===== src/rtl/wb_cp0_pkg.sv =====
// Shared CP0 constants: register addresses {reg,sel}, exception codes and
// the Status/Cause field positions used by wb_cp0 and its testbench.
package wb_cp0_pkg;

  localparam logic [7:0] CP0_BADVADDR = {5'd8,  3'd0};
  localparam logic [7:0] CP0_COUNT    = {5'd9,  3'd0};
  localparam logic [7:0] CP0_COMPARE  = {5'd11, 3'd0};
  localparam logic [7:0] CP0_STATUS   = {5'd12, 3'd0};
  localparam logic [7:0] CP0_CAUSE    = {5'd13, 3'd0};
  localparam logic [7:0] CP0_EPC      = {5'd14, 3'd0};

  localparam logic [4:0] EXC_INT  = 5'd0;
  localparam logic [4:0] EXC_ADEL = 5'd4;
  localparam logic [4:0] EXC_ADES = 5'd5;
  localparam logic [4:0] EXC_SYS  = 5'd8;
  localparam logic [4:0] EXC_BP   = 5'd9;
  localparam logic [4:0] EXC_OV   = 5'd12;

  localparam int ST_IE     = 0;
  localparam int ST_EXL    = 1;
  localparam int ST_IM_LO  = 8;
  localparam int ST_IM_HI  = 15;

  localparam int CA_EXC_LO = 2;
  localparam int CA_EXC_HI = 6;
  localparam int CA_IPS_LO = 8;
  localparam int CA_IPS_HI = 9;
  localparam int CA_IPH_LO = 10;
  localparam int CA_IPH_HI = 15;
  localparam int CA_TI     = 30;
  localparam int CA_BD     = 31;

endpackage


===== src/rtl/wb_cp0_if.sv =====
// Write-back stage <-> CP0 bus: decoded WB events, mtc0/mfc0 access,
// interrupt lines, and the exception redirect returned to the pipeline.
interface wb_cp0_if #(
  parameter int HW_INT_N = 6
);
  logic                WB_valid;
  logic [31:0]         pc;
  logic                bd;
  logic                syscall;
  logic                brk;
  logic                eret;
  logic                ov;
  logic                adel;
  logic                ades;
  logic [31:0]         badvaddr;
  logic                mtc0;
  logic                mfc0;
  logic [7:0]          cp0r_addr;
  logic [31:0]         cp0_wdata;
  logic [HW_INT_N-1:0] hw_int;
  logic [31:0]         cp0_rdata;
  logic [32:0]         exc_bus;
  logic                cancel;
  logic                int_pending;

  modport master (
    output WB_valid, pc, bd, syscall, brk, eret, ov, adel, ades, badvaddr,
           mtc0, mfc0, cp0r_addr, cp0_wdata, hw_int,
    input  cp0_rdata, exc_bus, cancel, int_pending
  );

  modport slave (
    input  WB_valid, pc, bd, syscall, brk, eret, ov, adel, ades, badvaddr,
           mtc0, mfc0, cp0r_addr, cp0_wdata, hw_int,
    output cp0_rdata, exc_bus, cancel, int_pending
  );
endinterface


===== src/rtl/wb_cp0_timer.sv =====
// CP0 Count/Compare timer: Count advances once per COUNT_DIV cycles and
// raises TI when the post-increment Count equals Compare.
module cp0_timer #(
  parameter int COUNT_DIV = 2
) (
  input  logic        clk,
  input  logic        resetn,
  input  logic        wr_count_i,
  input  logic        wr_compare_i,
  input  logic [31:0] wdata_i,
  output logic [31:0] count_o,
  output logic [31:0] compare_o,
  output logic        ti_o
);

  logic [31:0] count_q, count_d;
  logic [31:0] compare_q, compare_d;
  logic        phase_q, phase_d;
  logic        ti_q, ti_d;
  logic        tick;

  assign tick = (COUNT_DIV == 1) ? 1'b1 : phase_q;

  always_comb begin
    phase_d   = (COUNT_DIV == 1) ? 1'b0 : ~phase_q;
    count_d   = count_q + {31'd0, tick};
    compare_d = compare_q;
    ti_d      = ti_q;
    // A Count write both overrides the increment and restarts the divider.
    if (wr_count_i) begin
      count_d = wdata_i;
      phase_d = 1'b0;
    end
    if (wr_compare_i) begin
      compare_d = wdata_i;
      ti_d      = 1'b0;
    end else if (tick && !wr_count_i && (count_d == compare_q)) begin
      ti_d = 1'b1;
    end
  end

  always_ff @(posedge clk or negedge resetn) begin
    if (!resetn) begin
      count_q   <= 32'd0;
      compare_q <= 32'hFFFF_FFFF;
      phase_q   <= 1'b0;
      ti_q      <= 1'b0;
    end else begin
      count_q   <= count_d;
      compare_q <= compare_d;
      phase_q   <= phase_d;
      ti_q      <= ti_d;
    end
  end

  assign count_o   = count_q;
  assign compare_o = compare_q;
  assign ti_o      = ti_q;

endmodule


===== src/rtl/wb_cp0.sv =====
// Write-back stage CP0: Status/Cause/EPC/BadVAddr, exception/eret redirect.
// Define CP0_TIMER_EN to include the Count/Compare timer (cp0_timer).
module wb_cp0
  import wb_cp0_pkg::*;
#(
  parameter int          HW_INT_N  = 6,
  parameter logic [31:0] EXC_BASE  = 32'd0,
  parameter int          COUNT_DIV = 2
) (
  input logic     clk,
  input logic     resetn,
  wb_cp0_if.slave bus
);

  logic [7:0]  im_q, im_d;
  logic        exl_q, exl_d;
  logic        ie_q, ie_d;
  logic        bd_q, bd_d;
  logic [5:0]  iphw_q, iphw_d;
  logic [1:0]  ipsw_q, ipsw_d;
  logic [4:0]  exc_q, exc_d;
  logic [31:0] epc_q, epc_d;
  logic [31:0] bva_q, bva_d;

  logic [31:0] count, compare;
  logic        ti;
  logic [5:0]  hw6;
  logic        int_pend;
  logic        exc_take, eret_take, evt_take, wr_en;
  logic [4:0]  code;
  logic        addr_fault;
  logic [31:0] rdata;
  logic [32:0] exc_bus;

  always_comb begin
    hw6 = '0;
    hw6[HW_INT_N-1:0] = bus.hw_int;
  end

  assign int_pend = ie_q & ~exl_q & (|({iphw_q, ipsw_q} & im_q));

  always_comb begin
    code       = EXC_INT;
    addr_fault = 1'b0;
    if (int_pend) begin
      code = EXC_INT;
    end else if (bus.adel) begin
      code       = EXC_ADEL;
      addr_fault = 1'b1;
    end else if (bus.ades) begin
      code       = EXC_ADES;
      addr_fault = 1'b1;
    end else if (bus.ov) begin
      code = EXC_OV;
    end else if (bus.syscall) begin
      code = EXC_SYS;
    end else if (bus.brk) begin
      code = EXC_BP;
    end
  end

  assign exc_take  = bus.WB_valid & (int_pend | bus.adel | bus.ades | bus.ov |
                                     bus.syscall | bus.brk);
  assign eret_take = bus.WB_valid & bus.eret & ~exc_take;
  assign evt_take  = exc_take | eret_take;
  assign wr_en     = bus.mtc0 & ~evt_take;

  // Redirect is forced quiet while reset is held, even if WB events are driven.
  always_comb begin
    exc_bus = '0;
    if (resetn && exc_take)       exc_bus = {1'b1, EXC_BASE};
    else if (resetn && eret_take) exc_bus = {1'b1, epc_q};
  end

  always_comb begin
    im_d   = im_q;
    exl_d  = exl_q;
    ie_d   = ie_q;
    bd_d   = bd_q;
    ipsw_d = ipsw_q;
    exc_d  = exc_q;
    epc_d  = epc_q;
    bva_d  = bva_q;
    iphw_d = hw6 | {ti, 5'd0};
    if (wr_en) begin
      case (bus.cp0r_addr)
        CP0_STATUS: begin
          im_d  = bus.cp0_wdata[ST_IM_HI:ST_IM_LO];
          exl_d = bus.cp0_wdata[ST_EXL];
          ie_d  = bus.cp0_wdata[ST_IE];
        end
        CP0_CAUSE: ipsw_d = bus.cp0_wdata[CA_IPS_HI:CA_IPS_LO];
        CP0_EPC:   epc_d  = bus.cp0_wdata;
        default:   ;
      endcase
    end
    // A nested exception (EXL already set) only refreshes ExcCode.
    if (exc_take) begin
      exl_d = 1'b1;
      exc_d = code;
      if (!exl_q) begin
        bd_d  = bus.bd;
        epc_d = bus.bd ? (bus.pc - 32'd4) : bus.pc;
        if (addr_fault) bva_d = bus.badvaddr;
      end
    end else if (eret_take) begin
      exl_d = 1'b0;
    end
  end

  always_ff @(posedge clk or negedge resetn) begin
    if (!resetn) begin
      im_q   <= '0;
      exl_q  <= 1'b0;
      ie_q   <= 1'b0;
      bd_q   <= 1'b0;
      iphw_q <= '0;
      ipsw_q <= '0;
      exc_q  <= '0;
      epc_q  <= '0;
      bva_q  <= '0;
    end else begin
      im_q   <= im_d;
      exl_q  <= exl_d;
      ie_q   <= ie_d;
      bd_q   <= bd_d;
      iphw_q <= iphw_d;
      ipsw_q <= ipsw_d;
      exc_q  <= exc_d;
      epc_q  <= epc_d;
      bva_q  <= bva_d;
    end
  end

`ifdef CP0_TIMER_EN
  cp0_timer #(
    .COUNT_DIV (COUNT_DIV)
  ) u_timer (
    .clk          (clk),
    .resetn       (resetn),
    .wr_count_i   (wr_en && (bus.cp0r_addr == CP0_COUNT)),
    .wr_compare_i (wr_en && (bus.cp0r_addr == CP0_COMPARE)),
    .wdata_i      (bus.cp0_wdata),
    .count_o      (count),
    .compare_o    (compare),
    .ti_o         (ti)
  );
`else
  assign count   = 32'd0;
  assign compare = 32'd0;
  assign ti      = 1'b0;
`endif

  always_comb begin
    rdata = '0;
    if (bus.mfc0) begin
      case (bus.cp0r_addr)
        CP0_STATUS:   rdata = {16'd0, im_q, 6'd0, exl_q, ie_q};
        CP0_CAUSE:    rdata = {bd_q, ti, 14'd0, iphw_q, ipsw_q, 1'b0, exc_q, 2'd0};
        CP0_EPC:      rdata = epc_q;
        CP0_BADVADDR: rdata = bva_q;
        CP0_COUNT:    rdata = count;
        CP0_COMPARE:  rdata = compare;
        default:      rdata = '0;
      endcase
    end
  end

  assign bus.cp0_rdata   = rdata;
  assign bus.exc_bus     = exc_bus;
  assign bus.cancel      = exc_bus[32];
  assign bus.int_pending = int_pend;

endmodule


===== src/flat_wrapper.sv =====
// flat-port wrapper written by rule: the top's interface ports become plain ports
module wb_cp0_flat import wb_cp0_pkg::*;
#(
  parameter int          HW_INT_N  = 6,
  parameter logic [31:0] EXC_BASE  = 32'd0,
  parameter int          COUNT_DIV = 2
)
  (clk, resetn, bus_WB_valid, bus_pc, bus_bd, bus_syscall, bus_brk, bus_eret, bus_ov, bus_adel, bus_ades, bus_badvaddr, bus_mtc0, bus_mfc0, bus_cp0r_addr, bus_cp0_wdata, bus_hw_int, bus_cp0_rdata, bus_exc_bus, bus_cancel, bus_int_pending);
  wb_cp0_if #(.HW_INT_N(HW_INT_N)) bus_i ();
  input logic clk;
  input logic resetn;
  input wire logic [$bits(bus_i.WB_valid)-1:0] bus_WB_valid;
  input wire logic [$bits(bus_i.pc)-1:0] bus_pc;
  input wire logic [$bits(bus_i.bd)-1:0] bus_bd;
  input wire logic [$bits(bus_i.syscall)-1:0] bus_syscall;
  input wire logic [$bits(bus_i.brk)-1:0] bus_brk;
  input wire logic [$bits(bus_i.eret)-1:0] bus_eret;
  input wire logic [$bits(bus_i.ov)-1:0] bus_ov;
  input wire logic [$bits(bus_i.adel)-1:0] bus_adel;
  input wire logic [$bits(bus_i.ades)-1:0] bus_ades;
  input wire logic [$bits(bus_i.badvaddr)-1:0] bus_badvaddr;
  input wire logic [$bits(bus_i.mtc0)-1:0] bus_mtc0;
  input wire logic [$bits(bus_i.mfc0)-1:0] bus_mfc0;
  input wire logic [$bits(bus_i.cp0r_addr)-1:0] bus_cp0r_addr;
  input wire logic [$bits(bus_i.cp0_wdata)-1:0] bus_cp0_wdata;
  input wire logic [$bits(bus_i.hw_int)-1:0] bus_hw_int;
  output wire logic [$bits(bus_i.cp0_rdata)-1:0] bus_cp0_rdata;
  output wire logic [$bits(bus_i.exc_bus)-1:0] bus_exc_bus;
  output wire logic [$bits(bus_i.cancel)-1:0] bus_cancel;
  output wire logic [$bits(bus_i.int_pending)-1:0] bus_int_pending;
  assign bus_i.WB_valid = bus_WB_valid;
  assign bus_i.pc = bus_pc;
  assign bus_i.bd = bus_bd;
  assign bus_i.syscall = bus_syscall;
  assign bus_i.brk = bus_brk;
  assign bus_i.eret = bus_eret;
  assign bus_i.ov = bus_ov;
  assign bus_i.adel = bus_adel;
  assign bus_i.ades = bus_ades;
  assign bus_i.badvaddr = bus_badvaddr;
  assign bus_i.mtc0 = bus_mtc0;
  assign bus_i.mfc0 = bus_mfc0;
  assign bus_i.cp0r_addr = bus_cp0r_addr;
  assign bus_i.cp0_wdata = bus_cp0_wdata;
  assign bus_i.hw_int = bus_hw_int;
  assign bus_cp0_rdata = bus_i.cp0_rdata;
  assign bus_exc_bus = bus_i.exc_bus;
  assign bus_cancel = bus_i.cancel;
  assign bus_int_pending = bus_i.int_pending;
  wb_cp0 #(.HW_INT_N(HW_INT_N), .EXC_BASE(EXC_BASE), .COUNT_DIV(COUNT_DIV)) u_core (.clk(clk), .resetn(resetn), .bus(bus_i));
endmodule

===== config.mk =====
export PLATFORM = sky130hd
export DESIGN_NAME = wb_cp0_flat
export DESIGN_NICKNAME = d
export VERILOG_FILES = /design/src/rtl/wb_cp0_pkg.sv /design/src/rtl/wb_cp0_if.sv /design/src/rtl/wb_cp0_timer.sv /design/src/rtl/wb_cp0.sv /design/src/flat_wrapper.sv
export SDC_FILE = /design/constraint.sdc
export NUM_CORES = 1
export LEC_CHECK = 0
export ABC_CLOCK_PERIOD_IN_PS = 2970
export BUFFER_PORTS_ARGS = -buffer_cell sky130_fd_sc_hd__buf_2
export CAP_MARGIN = 20
export CORE_MARGIN = 2
export CORE_UTILIZATION = 50
export DETAILED_ROUTE_END_ITERATION = 10
export PLACE_DENSITY = 0.81
export SLEW_MARGIN = 20
export SYNTH_ARGS = -nofsm -noshare
export SYNTH_HDL_FRONTEND = slang
export SYNTH_SLANG_ARGS = --single-unit
export TNS_END_PERCENT = 20

===== constraint.sdc =====
create_clock -name clk -period 2.97 [get_ports clk]
set_clock_uncertainty 0.2 [all_clocks]
set_input_delay 0.1485 -clock clk [delete_from_list [all_inputs] [get_ports clk]]
set_output_delay 0.1485 -clock clk [all_outputs]
set_load 0.1 [all_outputs]

# Word level (Yosys, flattened, before mapping)
# Index checks and enable logic that the tools add are counted.
# totals
register_bits	88
input_bits	122
elab_cells	62
# op_classes
add_sub_neg	1
eq_ne	4
muxes	22
bitwise_logic	16
reduce_logical	10
# op_table
op	n
32-bit two-way mux	6
32-bit case mux with 4 select lines	1
33-bit two-way mux	2
8-bit by 7-bit == test with 1-bit output (second input constant)	4
32-bit by 3-bit subtractor with 32-bit output (second input constant)	1
5-bit two-way mux	5
8-bit AND	1
2-bit AND reduction	4
8-bit OR reduction	1
1-bit two-way mux	7
1-bit AND	6
1-bit bitwise OR	6
3-bit nonzero test	2
4-bit two-way mux	1
1-bit inverter	3
3-bit AND reduction	1
1-bit logical AND	2

# Depth between registers and ports, before layout
# Gate-level depths: netlist of the first run.
# depth
word_depth	17
depth_mapped	8
ltp_nobuf	7

# Worst setup path after synthesis of the first run
# OpenSTA, ideal clock, no wires.
# synth_path
path_type	input to output
startpoint	input bus_cp0r_addr[0]
endpoint	output bus_cp0_rdata[10]
arrival_time_ns	3.313
required_ns	2.622
slack_ns	-0.691
cell_stages	6
path_buffers	1
path_cell_list	or4b_1 > or3_1 > nor3_1 > clkbuf_1 > a22oi_1 > a21oi_1
# synth_between
elab_chain_cells	3
elab_cells_between_ends	6
classes_between	4 x eq/ne; 2 x mux
# synth_lines
item	line_no	rtl
start: declaration	flat_wrapper.sv:24	input wire logic [$bits(bus_i.cp0r_addr)-1:0] bus_cp0r_addr;
8-bit by 7-bit == test with 1-bit output	wb_cp0.sv:157	case (bus.cp0r_addr)
32-bit case mux with 4 select lines (*)	wb_cp0.sv:157	
32-bit two-way mux (*)	wb_cp0.sv:156	if (bus.mfc0) begin
end: declaration	flat_wrapper.sv:27	output wire logic [$bits(bus_i.cp0_rdata)-1:0] bus_cp0_rdata;
# Every way passes the cells marked *; elsewhere a longest branch is shown, timed or not.

# Worst setup path in the final report of the first run
# layout_path
startpoint	input bus_pc[4]
endpoint	register u_core.epc_q[30]
# layout_between
elab_chain_cells	4
# layout_lines
item	line_no	rtl
start: declaration	flat_wrapper.sv:13	input wire logic [$bits(bus_i.pc)-1:0] bus_pc;
32-bit by 3-bit subtractor with 32-bit output	wb_cp0.sv:103	epc_d = bus.bd ? (bus.pc - 32'd4) : bus.pc;
32-bit two-way mux	wb_cp0.sv:103	
32-bit two-way mux	wb_cp0.sv:101	if (!exl_q) begin
32-bit two-way mux	wb_cp0.sv:98	if (exc_take) begin
net u_core.epc_d[30]	wb_cp0.sv:22	logic [31:0] epc_q, epc_d;
end signal: assignment	wb_cp0.sv:130	epc_q <= epc_d;
end: declaration	wb_cp0.sv:22	
# The timed path passes the listed nets, and every way through them passes these cells.
# A chain may end at the register's enable or synchronous reset.

==> metrics, run 1 <==
outcome finished, violations left; failing checks negative hold slack, negative setup slack; Hold WS -0.0211 ns; clock sinks 86; Remaining Overflow, GRT 0; H-tree lvl count 3; worst setup margin -0.102 ns; Pwr per Cell Area 375 mW/mm^2; Sw Ratio 35.2%; largest net degree at the start of global routing 67; Rows 36; nets 907; Yosys reg bits 86; GR met3 Demand/Resource 10.9%; Wirelength per Cell 25.6 um; post-synth cell types 43; layout cells sized above 1 35.6%; Syn-to-layout area delta 71.5%; Clock power frac 25.7%; slowest cell on the critical path dlygate4sd3_1; synthesized area per cell 9.91 sq um; vias in the first global route 6336; Ports 189; WP buf/inv 4; GR Util All Layers 41.1%; Clk pin slew, worst setup/hold paths 0.09 ns; Final Wtd Congestion 0.939; first-pass GRT wire length 35.3 mm; Yosys Warn Count 0; Rel. slew slack 43.6%; CP Max Fanout 8; I/O Buffers 188; share of the clock period used by the worst path 103%; critical path type primary input to flip-flop; slowest stage delay, CP 0.58 ns; Synthesized Nets 636; leakage power 0.00345 uW; GR peak layer met2; Tmin final 3.07 ns; CP Cell Sequence dlygate4sd3_1, buf_2, or4_4, buf_4, nor4_2, nand3_1, xor2_1, a22oi_1, dlygate4sd3_1; Synth top area share 42.3%; DRT antenna net count 0; fin. max-slew vios 0; Initial Util 51.8%; Reg-to-Reg Start u_core.im_q[3]; CTS buffer count 9; internal cell power 2120 uW; Top Family by Delay on Critical Path buffers and inverters; final wirelength 23.6 mm; Slew @ Worst Pin 0.846 ns; core area 0.00982 sq mm; Via density 6.79; Fill cells 426; RSZ-0062 raised after global routing true; HP Class primary input to flip-flop; P_sw 1150 uW; clk_lat worst skew 0.37 ns; placed instance count 806; HPWL Detailed 13.1 mm; initial antenna violation count 1; sequential share of the synthesized area 42.3%; power share of the combinational group 23.7%; CP most frequent cell dlygate4sd3_1; met2 GRT Util 69.2%; via count 6265; Peak Freq 326 MHz; CP Launch Point bus_pc[4]; Register Area 0.00215 sq mm; Layout Cells excl Fill 923; Finish-stage setup viols 4; Die Y 105 um; Detailed Routing Iterations Pass 1 6; utilization after layout 88.8%; Required @ worst endpoint 3.07 ns; hold_sp bus_cp0_wdata[16]; DRC violations left 0; CTS tree done; final hold violation count 1; Multi-input gate area 0.00304 sq mm; worst ir drop on vdd 0.322 mV; crit end category flip-flop; synth top area cells dfrtp_1, a22oi_1, mux2_1, a41oi_1, and2_1; Post-synth ARST share 100%; Synth area leader dfrtp_1; Synth Cell Area 0.00508 sq mm; count leader, synth dfrtp_1; Die Span X 105 um; Arr. time, crit path 3.18 ns; DR iter-0 viols 956; Sequential Power Share 50.7%; max_cap viols 0; Cell Area, Placed 0.00744 sq mm; met1 GRT Util 49.2%; type of origin of the critical path primary input; EDFF count, synth 0; maximum clock path buffer count 2; DIE AREA 0.0110 sq mm; list of most frequent post-synthesis cells dfrtp_1, a22oi_1, clkbuf_1, mux2_1, o21ai_1; clock root cell clkbuf_8; Synth Flop Type dfrtp_1; Finished Cell Area 0.00872 sq mm; Post-Syn Instances 513
==> tightest hold or removal path, stage by stage <==
cell	delay, ns
buf_2	0.08
a41oi_1	0.09
a22oi_1	0.17
==> cells in the final DEF, fill, tap and decap left out, types with 10 or more instances in the layout <==
cell,netlist,layout
buf_2,0,121
dlygate4sd3_1,0,97
dfrtp_1,86,86
buf_12,0,70
a22oi_1,65,63
mux2_1,43,43
and2_1,34,34
o21ai_1,35,33
a41oi_1,29,28
xnor2_1,18,18
buf_4,1,18
nor2b_4,0,15
nor2_1,19,13
nand2_1,12,12
nor3_1,13,10
==> final timing paths <==
kind / to / slack (ns) / depth (start not counted)
worst max-delay path: u_core.epc_q[30] / -0.10 / 9
worst min-delay path: u_core.epc_q[16] / -0.02 / 3
worst max register to register: u_core.epc_q[30] / 0 / 8
worst min register to register: u_core.bva_q[7] / 0.30 / 1
max in group asynchronous: u_core.epc_q[25] / 1.39 / 3
min in group asynchronous: u_core.iphw_q[0] / 0.01 / 2
==> registers in the layout (all words and copies together) (netlist names) <==
name / count
u_core.exl_q: 1
u_core.bd_q: 1
u_core.ipsw_q: 2
u_core.bva_q: 32
u_core.epc_q: 32
u_core.exc_q: 3
u_core.im_q: 8
u_core.iphw_q: 6
u_core.ie_q: 1
==> per-stage QoR <==
stage          setup WS, ns  setup TNS (ns)  total power (uW)  hold WS [ns]
4_1_cts              0.0183               0              3100       0.00262
2_1_floorplan        -0.424          -13.68              1860        -0.347
6_report             -0.102          -0.232              3270       -0.0211
3_5_place_dp          0.211               0              2170        -0.136
5_1_grt              -0.216          -0.924              3360       -0.0235
3_3_place_gp          0.418               0              2120        -0.141
==> cell type report <==
class	count	share of cell area (%)
diodes	1	0.0287
clock buffers	9	1.42
clock inverters	7	0.746
inverters	3	0.129
multi-input cells	375	34.8
flip-flops and latches	86	24.7
well taps	133	1.91
repair buffers	309	36.2
==> cell families (layout without fill, tap and decap cells) <==
logic type / after synthesis / in the layout / synth area share (%)
flip-flops: 86 / 86 / 42.3
AND/OR/NAND/NOR: 141 / 141 / 16.2
XOR/XNOR: 27 / 27 / 4.65
AO/OA/AOI/OAI: 162 / 162 / 22.7
buffers and inverters: 52 / 328 / 4.21
multiplexers: 44 / 44 / 9.72
other: 0 / 1 / 0
adder cells (fa/ha/maj): 1 / 1 / 0.246
==> power by group through the flow <==
stage | registers, uW | logic, uW | clock network, uW
6_report | 1660 | 774 | 840
5_1_grt | 1660 | 816 | 886
4_1_cts | 1590 | 701 | 806
3_5_place_dp | 1610 | 556 | 0
3_3_place_gp | 1600 | 521 | 0
2_1_floorplan | 1520 | 334 | 0
==> layer usage <==
layer	vias to the layer above	routed length, um
met5	-	0
met4	0	1710
met3	190	2910
met2	597	11300
met1	2989	7650
li1	2489	-
==> repair_timing <==
action	CTS	global route
setup buffers	0	2
endpoints found under the hold margin	105	0
gates resized for setup	0	14
endpoints found under the setup margin	0	39
hold buffers	98	0
(Power assumes the default switching activity.)
==> inputs of run 2 (changes only) <==
Settings changed: ABC_AREA from default to 1, ABC_CLOCK_PERIOD_IN_PS 2970 to 2900, PLACE_DENSITY 0.81 to 0.79.
Clock period 2.97 ns to 2.9 ns, I/O delays scaled along.
==> run 2 against run 1 <==
The flow now finishes without violations. Sequential share of layout area down 0.50 points. Critical path type is now primary input to output pin. Cell count up 43%. First-iteration DRC count down 42%. Critical path depth up 2. Utilization down 10 points. Worst setup slack better by 0.25 ns. Routed wire length down 12%. Synthesized area up 13%. Flip-flop and latch count unchanged.
==> metrics, run 2 <==
Sw Ratio 34.4% (was 35.2%); met1 GRT Util 45.7% (was 49.2%); HPWL Detailed 14.5 mm (was 13.1 mm); biggest regs u_core.bva_q x32, u_core.epc_q x32, u_core.im_q x8 (unchanged); Register Area 0.00215 sq mm (unchanged); GR met3 Demand/Resource 8.04% (was 10.9%); final wirelength 20.9 mm (was 23.6 mm); Post-synth ARST share 100% (unchanged); clock sinks 86 (unchanged); DR iter-0 viols 557 (was 956); Arr. time, crit path 2.41 ns (was 3.18 ns); max_cap viols 0 (unchanged); Via density 5.30 (was 6.79); setup bufs post-CTS 0 (unchanged); sequential share of the synthesized area 37.4% (was 42.3%); Synthesized Nets 1028 (was 636); commonest non-fill, non-tap cells in the layout nand2_1, buf_2, inv_1 (was buf_2, dlygate4sd3_1, dfrtp_1); synthesized area per cell 6.36 sq um (was 9.91 sq um); commonest non-fill, non-tap cell in the layout nand2_1 (was buf_2); pre-CTS setup slack 0.526 ns (was 0.211 ns); CTS buffer count 9 (unchanged); initial antenna violation count 0 (was 1); Final Wtd Congestion 0.917 (was 0.939); CTS tree done (unchanged); Finished Cell Area 0.00890 sq mm (was 0.00872 sq mm); P_sw 1240 uW (was 1150 uW); Required @ worst endpoint 2.56 ns (was 3.07 ns); Hold Crit Depth 7 (was 3); met2 GRT Util 54.2% (was 69.2%); RR Endpoint u_core.epc_q[31] (was u_core.epc_q[30]); Clock power frac 31.0% (was 25.7%); Cell Area, Placed 0.00774 sq mm (was 0.00744 sq mm); DIE AREA 0.0124 sq mm (was 0.0110 sq mm); Clk pin slew, worst setup/hold paths 0.07 ns (was 0.09 ns); power share of the combinational group 26.1% (was 23.7%); ANT cells 0 (was 1); HP Class primary input to flip-flop (unchanged); first-pass GRT wire length 33.9 mm (was 35.3 mm); Remaining Overflow, GRT 0 (unchanged); Synth area leader dfrtp_1 (unchanged); GR peak layer met2 (unchanged); H-tree lvl count 3 (unchanged); critical path type primary input to output pin (was primary input to flip-flop); Sequential Power Share 42.9% (was 50.7%); internal cell power 2360 uW (was 2120 uW); CP Cell Sequence dlygate4sd3_1, buf_2, nor2_2, nand2_1, nor3_2, nand2_2, nand2_4, nand4_1, buf_4, nor2_1, buf_12 (was dlygate4sd3_1, buf_2, or4_4, buf_4, nor4_2, nand3_1, xor2_1, a22oi_1, dlygate4sd3_1); slowest cell on the critical path dlygate4sd3_1 (unchanged); r2r setup slk 0.22 ns (was 0 ns); Ports 189 (unchanged); Pwr per Cell Area 404 mW/mm^2 (was 375 mW/mm^2); Initial Util 50.9% (was 51.8%); Hold Path End u_core.epc_q[26] (was u_core.epc_q[16]); Post-Syn Instances 905 (was 513); clk_lat worst skew 0.36 ns (was 0.37 ns); Reg-to-Reg Start u_core.im_q[7] (was u_core.im_q[3]); share of the clock period used by the worst path 95.0%; Fill cells 820 (was 426); largest net degree at the start of global routing 52 (was 67); worst setup margin 0.145 ns (was -0.102 ns); CP Max Fanout 32 (was 8); leakage power 0.00448 uW (was 0.00345 uW); Yosys Warn Count 0 (unchanged); clock root cell clkbuf_16 (was clkbuf_8); hold_sp bus_cp0_wdata[26] (was bus_cp0_wdata[16]); I/O Buffers 188 (unchanged); Finish-stage setup viols 0 (was 4); Rel. slew slack 55.1% (was 43.6%); DRC violations left 0 (unchanged); Synth top area share 37.4% (was 42.3%); slowest stage delay, CP 0.53 ns (was 0.58 ns); Die Span X 111 um (was 105 um); Slew @ Worst Pin 0.673 ns (was 0.846 ns); Peak Freq 363 MHz; worst ir drop on vdd 0.520 mV (was 0.322 mV); RSZ-0062 raised after global routing false (was true); crit end category output pin (was flip-flop); count leader, synth nand2_1 (was dfrtp_1); GR Util All Layers 34.2% (was 41.1%); Rows 39 (was 36); Multi-input gate area 0.00303 sq mm (was 0.00304 sq mm); Detailed Routing Iterations Pass 1 7 (was 6); EDFF count, synth 0 (unchanged); Worst R2R Path Depth 13 (was 8); layout cells sized above 1 20.8% (was 35.6%); synth top area cells dfrtp_1, nand2_1, nand3_1, inv_1, nor2_1 (was dfrtp_1, a22oi_1, mux2_1, a41oi_1, and2_1); post-synth cell types 39 (was 43); Synth Flop Type dfrtp_1 (unchanged); Tmin final 2.75 ns; maximum clock path buffer count 2 (unchanged); fin. max-slew vios 0 (unchanged); via count 6984 (was 6265); outcome finished, final reports clean (was finished, violations left); Yosys reg bits 86 (unchanged); list of most frequent post-synthesis cells nand2_1, inv_1, nor2_1 (was dfrtp_1, a22oi_1, clkbuf_1, mux2_1, o21ai_1); vias in the first global route 6770 (was 6336); core area 0.0113 sq mm (was 0.00982 sq mm); DRT antenna net count 0 (unchanged); final hold violation count 0 (was 1); Die Y 111 um (was 105 um); Wirelength per Cell 15.8 um (was 25.6 um); nets 1292 (was 907); Syn-to-layout area delta 54.6% (was 71.5%); Synth Cell Area 0.00576 sq mm (was 0.00508 sq mm); type of origin of the critical path primary input (unchanged)
==> run 2: cell count changes in the layout (fill, tap and decap cells not counted), moves of 15 or more <==
cell     delta
nand2_1   +319
inv_1     +101
nor2_1     +89
nand3_1    +81
a22oi_1    -63
mux2_1     -43
o21ai_0    +41
and2_1     -34
a21oi_1    +28
a41oi_1    -28
o21ai_1    -20
nor2b_4    -15
xnor2_1    -15
==> run 2: worst max-delay path by stage <==
| stage | depth (start not counted) | start | slack, ns | endpoint |
|---|---|---|---|---|
| after CTS | 11 | bus_adel | 0.22 | bus_exc_bus[19] |
| after floorplan | 8 | bus_cp0r_addr[3] | -0.07 | bus_cp0_rdata[10] |
| final | 11 | bus_adel | 0.15 | bus_exc_bus[19] |
| after global placement | 9 | bus_cp0r_addr[3] | 0.55 | bus_cp0_rdata[17] |
| after global routing | 12 | bus_adel | 0.005 | u_core.epc_q[3] |
| after detailed placement | 9 | bus_cp0r_addr[3] | 0.53 | bus_cp0_rdata[20] |
==> run 2: logic make-up after synthesis <==
group / synth area share [%]
simple gates: 40.4
buf+inv: 10.3
compound gates: 10.1
flops: 37.4
xor+xnor: 1.67
fa+ha+maj: 0.217
==> run 2: worst max-delay path, delay by kind of cell <==
family / cells / cell delay (ns)
buf+inv: 4 / 1.16
simple gates: 7 / 1.08
==> run 2: cell type report <==
cell class	count	share of cell area (%)
multi-input combinational	673	34.0
clock buffer	9	2.53
inverter	107	4.51
tap	143	2.01
sequential	86	24.2
clock inverter	7	0.633
timing repair buffer	292	32.1
==> run 2: metal layers <==
metal | vias to the layer above | routed length [um]
met2 | 374 | 9720
met5 | - | 0
li1 | 3371 | -
met1 | 3174 | 8610
met4 | 0 | 781
met3 | 65 | 1760
==> run 2: power by group through the flow <==
stage | combinational (uW) | clock [uW] | sequential [uW]
floorplan | 525 | 0 | 1500
global placement | 792 | 0 | 1550
detailed placement | 813 | 0 | 1550
CTS | 921 | 1130 | 1530
global route | 1050 | 1170 | 1560
finish | 940 | 1120 | 1540
==> run 2: repair_timing <==
item | 4_1_cts | 5_1_grt
hold buffers | 88 | 0
hold endpoints to repair | 116 | 0
resized for setup | 0 | 0
endpoints found under the setup margin | 0 | 0
==> run 2: metrics by stage <==
| step | hold slack, ns | utilization, % | setup TNS [ns] | power, uW | cells |
|---|---|---|---|---|---|
| 2_1_floorplan | -0.351 | - | -1.74 | 2030 | 905 |
| 3_3_place_gp | 0.0521 | 68.4 | 0 | 2340 | 1213 |
| 3_5_place_dp | 0.0488 | 68.4 | 0 | 2360 | 1213 |
| 4_1_cts | 0.00925 | 78.6 | 0 | 3580 | 1317 |
| 5_1_grt | 0.0391 | 78.6 | 0 | 3780 | 1317 |
| 6_report | 0.0139 | 78.6 | 0 | 3600 | 1317 |
